$ cat config.mk
export PLATFORM = sky130hd
export DESIGN_NAME = bbc_bus_responder
export DESIGN_NICKNAME = d
export VERILOG_FILES = /design/src/rtl/bbc_bus_responder_pkg.sv /design/src/rtl/bbc_bus_responder_sync.sv /design/src/rtl/bbc_bus_responder.sv
export SDC_FILE = /design/constraint.sdc
export NUM_CORES = 1
export LEC_CHECK = 0
export ABC_AREA = 1
export BUFFER_PORTS_ARGS = -buffer_cell sky130_fd_sc_hd__buf_2
export CAP_MARGIN = 40
export CELL_PAD_IN_SITES_DETAIL_PLACEMENT = 0
export CELL_PAD_IN_SITES_GLOBAL_PLACEMENT = 1
export CORE_ASPECT_RATIO = 1.25
export CORE_MARGIN = 1
export CORE_UTILIZATION = 39
export DETAILED_ROUTE_END_ITERATION = 6
export PLACE_DENSITY = 0.83
export SLEW_MARGIN = 10
export SYNTH_ARGS = -nofsm -noshare
export SYNTH_HDL_FRONTEND = slang
export SYNTH_SLANG_ARGS = --single-unit
$ cat constraint.sdc
create_clock -name hsclk -period 1.98 [get_ports hsclk]
set_input_delay 0 -clock hsclk [delete_from_list [all_inputs] [get_ports hsclk]]
set_output_delay 0 -clock hsclk [all_outputs]
set_load 0.02 [all_outputs]
$ cat src/rtl/bbc_bus_responder_pkg.sv
// Shared definitions for the BBC motherboard bus responder: FSM states, address regions,
// IO window bounds and the bus-to-backing-memory address map.
package bbc_bus_responder_pkg;

    typedef enum logic [2:0] {
        ST_IDLE,
        ST_RD_REQ,
        ST_RD_DRIVE,
        ST_WR_WAIT,
        ST_WR_REQ,
        ST_HOLD
    } state_t;

    typedef enum logic [1:0] {
        RGN_RAM,
        RGN_ROM,
        RGN_MOS,
        RGN_IO
    } region_t;

    localparam logic [15:0] FE30_ADR = 16'hFE30;
    localparam logic [15:0] IO_LO    = 16'hFC00;
    localparam logic [15:0] IO_HI    = 16'hFEFF;
    localparam int unsigned MAP_W    = 20;

    function automatic region_t decode_region(input logic [15:0] adr);
        region_t r;
        if (!adr[15])
            r = RGN_RAM;
        else if (!adr[14])
            r = RGN_ROM;
        else if (adr >= IO_LO && adr <= IO_HI)
            r = RGN_IO;
        else
            r = RGN_MOS;
        return r;
    endfunction

    // Paged ROM space picks its bank from the FE30 shadow current at the phi2 rise.
    function automatic logic [MAP_W-1:0] map_adr(input logic [15:0] adr, input logic [3:0] bank);
        logic [MAP_W-1:0] m;
        m = '0;
        case (decode_region(adr))
            RGN_RAM: m = {5'b00000, adr[14:0]};
            RGN_ROM: m = {2'b01, bank, adr[13:0]};
            RGN_MOS: m = {6'b000001, adr[13:0]};
            default: m = '0;
        endcase
        return m;
    endfunction

    function automatic logic [7:0] sat_inc8(input logic [7:0] v);
        return (v == 8'hFF) ? v : v + 8'd1;
    endfunction

endpackage

$ cat src/rtl/bbc_bus_responder_sync.sv
// Multi-stage synchroniser for phi2 plus a vector of bus signals sharing the same depth,
// with rise/fall pulses derived from the synchronised phi2.
module bbc_edge_sync #(
    parameter int unsigned SYNC_STAGES = 2,
    parameter int unsigned W           = 1
) (
    input  logic         clk,
    input  logic         sig_i,
    input  logic [W-1:0] vec_i,
    output logic [W-1:0] vec_o,
    output logic         rise_o,
    output logic         fall_o
);

    logic [SYNC_STAGES-1:0] sig_sync_q;
    logic                   sig_prev_q;
    logic [W-1:0]           vec_sync_q [SYNC_STAGES];

    // No reset: the chains keep tracking the pins through reset so a phi2 already high
    // when reset drops cannot masquerade as a fresh rise.
    always_ff @(posedge clk) begin
        sig_sync_q    <= {sig_sync_q[SYNC_STAGES-2:0], sig_i};
        sig_prev_q    <= sig_sync_q[SYNC_STAGES-1];
        vec_sync_q[0] <= vec_i;
        for (int unsigned i = 1; i < SYNC_STAGES; i++)
            vec_sync_q[i] <= vec_sync_q[i-1];
    end

    assign vec_o  = vec_sync_q[SYNC_STAGES-1];
    assign rise_o = sig_sync_q[SYNC_STAGES-1] & ~sig_prev_q;
    assign fall_o = ~sig_sync_q[SYNC_STAGES-1] & sig_prev_q;

endmodule

$ cat src/rtl/bbc_bus_responder.sv
// BBC motherboard bus responder: decodes phi2 cycles onto a req/ack memory port and shadows FE30.
// Optional macro SYNC_TRACK_EN adds bbc_sync input and mos_vdu_sync output.
module bbc_bus_responder
    import bbc_bus_responder_pkg::*;
#(
    parameter int unsigned SYNC_STAGES   = 2,
    parameter int unsigned PHI2_HOLD_CYC = 2,
    parameter int unsigned MEM_ADR_SZ    = 20
) (
    input  logic                  hsclk,
    input  logic                  rst,
    input  logic                  bbc_phi2,
    input  logic                  bbc_rnw,
    input  logic [15:0]           bbc_adr,
    input  logic [7:0]            bbc_data_in,
    output logic [7:0]            bbc_data_out,
    output logic                  bbc_data_oe,
    output logic                  mem_req,
    output logic                  mem_rnw,
    output logic [MEM_ADR_SZ-1:0] mem_adr,
    output logic [7:0]            mem_wdata,
    input  logic                  mem_ack,
    input  logic [7:0]            mem_rdata,
    output logic [3:0]            romsel_q,
    output logic                  io_cycle,
    output logic [7:0]            late_cnt
`ifdef SYNC_TRACK_EN
    ,
    input  logic                  bbc_sync,
    output logic                  mos_vdu_sync
`endif
);

    localparam logic [2:0] HOLD_INIT = (PHI2_HOLD_CYC == 0) ? 3'd0 : 3'(PHI2_HOLD_CYC - 1);

`ifdef SYNC_TRACK_EN
    localparam int unsigned VEC_W = 26;
    logic [VEC_W-1:0] vec_in;
    logic [VEC_W-1:0] vec_s;
    logic             s_sync;
    assign vec_in = {bbc_sync, bbc_data_in, bbc_adr, bbc_rnw};
    assign s_sync = vec_s[25];
`else
    localparam int unsigned VEC_W = 25;
    logic [VEC_W-1:0] vec_in;
    logic [VEC_W-1:0] vec_s;
    assign vec_in = {bbc_data_in, bbc_adr, bbc_rnw};
`endif

    logic        rise, fall;
    logic        s_rnw;
    logic [15:0] s_adr;
    logic [7:0]  s_data;
    region_t     rgn;
    logic        is_fe30;

    bbc_edge_sync #(
        .SYNC_STAGES (SYNC_STAGES),
        .W           (VEC_W)
    ) u_sync (
        .clk    (hsclk),
        .sig_i  (bbc_phi2),
        .vec_i  (vec_in),
        .vec_o  (vec_s),
        .rise_o (rise),
        .fall_o (fall)
    );

    assign s_rnw   = vec_s[0];
    assign s_adr   = vec_s[16:1];
    assign s_data  = vec_s[24:17];
    assign rgn     = decode_region(s_adr);
    assign is_fe30 = (s_adr == FE30_ADR);

    state_t                state_q, state_d;
    logic                  mreq_q, mreq_d;
    logic                  mrnw_q, mrnw_d;
    logic [MEM_ADR_SZ-1:0] madr_q, madr_d;
    logic [7:0]            mwdata_q, mwdata_d;
    logic [7:0]            dout_q, dout_d;
    logic                  oe_q, oe_d;
    logic [3:0]            bank_q, bank_d;
    logic [7:0]            late_q, late_d;
    logic                  io_q, io_d;
    logic [2:0]            hold_q, hold_d;
    logic                  late_rd_q, late_rd_d;
    logic                  wr_io_q, wr_io_d;
    logic                  wr_fe30_q, wr_fe30_d;
    logic [7:0]            data_prev_q;
`ifdef SYNC_TRACK_EN
    logic                  vdu_q, vdu_d;
`endif

    always_ff @(posedge hsclk) begin
        if (rst) begin
            state_q     <= ST_IDLE;
            mreq_q      <= 1'b0;
            mrnw_q      <= 1'b0;
            madr_q      <= '0;
            mwdata_q    <= '0;
            dout_q      <= '0;
            oe_q        <= 1'b0;
            bank_q      <= '0;
            late_q      <= '0;
            io_q        <= 1'b0;
            hold_q      <= '0;
            late_rd_q   <= 1'b0;
            wr_io_q     <= 1'b0;
            wr_fe30_q   <= 1'b0;
            data_prev_q <= '0;
`ifdef SYNC_TRACK_EN
            vdu_q       <= 1'b0;
`endif
        end else begin
            state_q     <= state_d;
            mreq_q      <= mreq_d;
            mrnw_q      <= mrnw_d;
            madr_q      <= madr_d;
            mwdata_q    <= mwdata_d;
            dout_q      <= dout_d;
            oe_q        <= oe_d;
            bank_q      <= bank_d;
            late_q      <= late_d;
            io_q        <= io_d;
            hold_q      <= hold_d;
            late_rd_q   <= late_rd_d;
            wr_io_q     <= wr_io_d;
            wr_fe30_q   <= wr_fe30_d;
            data_prev_q <= s_data;
`ifdef SYNC_TRACK_EN
            vdu_q       <= vdu_d;
`endif
        end
    end

    always_comb begin
        state_d   = state_q;
        mreq_d    = mreq_q;
        mrnw_d    = mrnw_q;
        madr_d    = madr_q;
        mwdata_d  = mwdata_q;
        dout_d    = dout_q;
        oe_d      = oe_q;
        bank_d    = bank_q;
        late_d    = late_q;
        io_d      = 1'b0;
        hold_d    = hold_q;
        late_rd_d = late_rd_q;
        wr_io_d   = wr_io_q;
        wr_fe30_d = wr_fe30_q;
`ifdef SYNC_TRACK_EN
        vdu_d     = vdu_q;
`endif

        unique case (state_q)
            ST_IDLE: begin
                if (rise) begin
                    io_d   = (rgn == RGN_IO);
                    madr_d = MEM_ADR_SZ'(map_adr(s_adr, bank_q));
                    if (s_rnw) begin
`ifdef SYNC_TRACK_EN
                        if (s_sync)
                            vdu_d = (s_adr[15:13] == 3'b110);
`endif
                        if (rgn == RGN_IO) begin
                            state_d = ST_RD_DRIVE;
                            oe_d    = 1'b1;
                            dout_d  = is_fe30 ? {4'h0, bank_q} : 8'hFF;
                        end else begin
                            state_d   = ST_RD_REQ;
                            mreq_d    = 1'b1;
                            mrnw_d    = 1'b1;
                            late_rd_d = 1'b0;
                        end
                    end else begin
                        state_d   = ST_WR_WAIT;
                        wr_io_d   = (rgn == RGN_IO);
                        wr_fe30_d = is_fe30;
                    end
                end
            end

            ST_RD_REQ: begin
                if (mem_ack) begin
                    mreq_d = 1'b0;
                    if (late_rd_q) begin
                        state_d = ST_IDLE;
                    end else begin
                        dout_d  = mem_rdata;
                        oe_d    = 1'b1;
                        state_d = ST_RD_DRIVE;
                        // Ack landing on the fall cycle goes straight into the hold tail.
                        if (fall) begin
                            if (PHI2_HOLD_CYC == 0) begin
                                state_d = ST_IDLE;
                                oe_d    = 1'b0;
                                dout_d  = '0;
                            end else begin
                                state_d = ST_HOLD;
                                hold_d  = HOLD_INIT;
                            end
                        end
                    end
                end else if (fall && !late_rd_q) begin
                    late_rd_d = 1'b1;
                    late_d    = sat_inc8(late_q);
                end
                if (rise && late_rd_q)
                    late_d = sat_inc8(late_q);
            end

            ST_RD_DRIVE: begin
                if (fall) begin
                    if (PHI2_HOLD_CYC == 0) begin
                        state_d = ST_IDLE;
                        oe_d    = 1'b0;
                        dout_d  = '0;
                    end else begin
                        state_d = ST_HOLD;
                        hold_d  = HOLD_INIT;
                    end
                end
            end

            ST_HOLD: begin
                if (hold_q == 3'd0) begin
                    state_d = ST_IDLE;
                    oe_d    = 1'b0;
                    dout_d  = '0;
                end else begin
                    hold_d = hold_q - 3'd1;
                end
            end

            ST_WR_WAIT: begin
                if (fall) begin
                    if (wr_fe30_q)
                        bank_d = data_prev_q[3:0];
                    if (wr_io_q) begin
                        state_d = ST_IDLE;
                    end else begin
                        state_d  = ST_WR_REQ;
                        mreq_d   = 1'b1;
                        mrnw_d   = 1'b0;
                        mwdata_d = data_prev_q;
                    end
                end
            end

            ST_WR_REQ: begin
                if (mem_ack) begin
                    mreq_d  = 1'b0;
                    state_d = ST_IDLE;
                end
                if (rise)
                    late_d = sat_inc8(late_q);
            end

            default: state_d = ST_IDLE;
        endcase
    end

    assign bbc_data_out = dout_q;
    assign bbc_data_oe  = oe_q;
    assign mem_req      = mreq_q;
    assign mem_rnw      = mrnw_q;
    assign mem_adr      = madr_q;
    assign mem_wdata    = mwdata_q;
    assign romsel_q     = bank_q;
    assign io_cycle     = io_q;
    assign late_cnt     = late_q;
`ifdef SYNC_TRACK_EN
    assign mos_vdu_sync = vdu_q;
`endif

endmodule

==> impl_metrics.ini <==
[clock_network]
cts_root_buffer = clkbuf_16
cts_tree = built
htreeDepth = 4
cts_buffers = 17
clkLatencyLatePin_ps = 400
clk_path_buf_depth = 2
clk_pin_slew_worst_paths_ps = 60
post_cts_buffers = 0
cts_num_sinks = 121

[setup_path]
crit_fanout = 13
cpMaxStageDelayCell = dfxtp_1
arrival_ps = 2050
cp_slowest_stage_delay_ps = 460
path_buf_inv = 1
cp_cell_sequence = nand2_4, nor2_4, nand3_1, nand2_1, inv_1, nand2_2, nand2_1, a21oi_1
cp_common_cell = nand2_1
cp-start-kind = flop
criticalPathCategory = reg2reg
worst_ep_required_time_ps = 2310
endpoint_kind = flop
critPathTopFamily = simple AND/OR/NAND/NOR gates

[drt]
viasPerCell = 4.65
vias = 3715
drcViolationCount = 0
drt_iter0_markers = 125
wl_per_cell_um = 12.2
drtAntennaViolNets = 0
wl_mm = 9.75
drt_pass1_iterations = 4

[placed_design]
dp.cells = 733
globalplace.congestion = 0.857
dp_hpwl_mm = 6.66
placed_cell_area_um2 = 4810
port_buffers = 87

[final_layout]
final_cells = 799
multi_input_area_um2 = 1540
area_delta_synth_final_pct = 36.4
utilization_pct = 54.5
nNetsFinal = 694
layout-drive-gt1-share_pct = 21.1
fillers = 1001
final_area_um2 = 5790
antenna_cells = 0
ff_latch_area_um2 = 2420

[global_routing]
overflow = 0
grt_max_degree = 27
grt_antenna_before_repair = 0
grt_use_total_pct = 18.5
grt_pass1_wl_mm = 16.1
grt_pass1_vias = 3478

[logic_synthesis]
synth_top_area_share_pct = 57.1
synth.avg_cell_area_um2 = 8.11
ys.warnings.count = 0
synth_top_cell_by_area = dfxtp_1
synth_sequential_area_ratio_pct = 57.1
synthesis.area_um2 = 4240
synth_flop_cell = dfxtp_1
synth_common_cells = dfxtp_1, nand2_1, nor2_1
syn_inst = 523
async_reset_ff_share_pct = 0
syn-num-nets = 563
post-synth-top-count-cell = dfxtp_1
synth_edf_count = 0
yosys-top-cells-area = dfxtp_1, nand2_1, nor2_1
ys_ff_latch = 121
yosysUniqueCellTypes = 33

[flow_run]
max_cap_viol_count = 0

[sta]
layout_min_cycle_time_ps = 1720
fin_skew_ps = 5.98
fin_crit_sh_pct = 86.9
final_max_slew_viol_count = 0
hold_viol = 0
slew-limit-headroom_pct = 55.5
worstMarginPinSlew_ps = 667
max_freq_ghz = 0.581
rsz0062_at_grt = false
tns_ps = 0
setup_viol = 0

[floorplan]
die_x_um = 95.3
core_um2 = 10600
start_util_pct = 40.0
rows = 42
die_y_um = 119
die_area_um2 = 11300
io_pins = 89

[power]
power.total_mw = 7.92
p_leak_nw = 2.78
power_density_nw_per_um2 = 1370
peakVddDrop_v = 0.00101

[min_path]
hp-class = in2reg

[status]
outcome = completed
## cells in the final DEF (no fill, tap or decap), types with 17 or more instances in the layout
cell and instances:
a21oi_1 39, buf_2 87, clkbuf_16 17, dfxtp_1 121, dlygate4sd3_1 34, inv_1 48, nand2_1 102, nand3_1 28
nor2_1 93, o21ai_0 29
## registers in the layout, summed over array words and instances, names as in the netlist
| register | cells |
|---|---|
| wr_io_q | 1 |
| mem_req | 1 |
| u_sync.sig_prev_q | 1 |
| u_sync.vec_sync_q | 50 |
| mem_rnw | 1 |
| late_rd_q | 1 |
| io_cycle | 1 |
| bbc_data_out | 8 |
| romsel_q | 4 |
| u_sync.sig_sync_q | 2 |
| late_cnt | 8 |
| hold_q | 3 |
| mem_adr | 19 |
| wr_fe30_q | 1 |
| state_q | 3 |
| mem_wdata | 8 |
| bbc_data_oe | 1 |
| data_prev_q | 8 |
## power breakdown
part	switching, mW	internal, mW	total, mW
clock network	1.11	2.15	3.27
registers	0.180	2.70	2.88
logic	1.18	0.589	1.77
total	2.47	5.45	7.92
## logic make-up after synthesis
kind of cell	Yosys count	share of synthesized area [%]
xor+xnor	5	1.03
other cells	1	0.0884
compound gates	79	9.88
fa+ha+maj	3	0.885
flops	121	57.1
buf+inv	68	6.60
simple gates	246	24.4
## through the flow
step / worst slack (ps) / hold WS (ps)
final: 260 / 83.9
after CTS: 263 / 77.7
after global routing: 35.5 / 92.2
after detailed placement: 271 / 104
after global placement: 283 / 102
after floorplan: 486 / 27.7
## repair_timing
item / in CTS / in global routing
resized for setup: 0 / 0
hold buffers: 34 / 0
endpoints found under the hold margin: 34 / 0
## cell type report
type | instances | area share (%)
Clock buffer | 19 | 7.65
Sequential cell | 121 | 41.8
Clock inverter | 13 | 3.35
Timing Repair Buffer | 128 | 14.3
Tap cell | 132 | 2.85
Multi-Input combinational cell | 334 | 26.6
Inverter | 52 | 3.37
## final timing paths
check                                                     start                                to  slack [ps]  cells past startpoint
worst max-delay path                    state_q[0]$_SDFFE_PP0P_          late_cnt[7]$_SDFFE_PP0P_         260                      8
worst min-delay path                                        rst            hold_q[1]$_SDFFE_PP0P_          80                      3
worst max register to register          state_q[0]$_SDFFE_PP0P_          late_cnt[7]$_SDFFE_PP0P_         260                      8
worst min register to register  u_sync.vec_sync_q[0][9]$_DFF_P_  u_sync.vec_sync_q[0][34]$_DFF_P_         320                      0
## layer usage
| layer | routed length (um) | share of wire, % | GRT usage [%] |
|---|---|---|---|
| met1 | 4120 | 42 | 20.1 |
| met2 | 4970 | 51 | 32.1 |
| met3 | 492 | 5.0 | 6.44 |
| met4 | 170 | 1.7 | 7.29 |
| met5 | 0 | 0 | 0 |
## worst register-to-register path: stages, from the launching register on
cell,delay [ps]
dfxtp_1,460
nand2_4,140
nor2_4,300
nand3_1,160
nand2_1,120
inv_1,130
nand2_2,160
nand2_1,70
a21oi_1,120
Power figures use the tool's default switching activity.
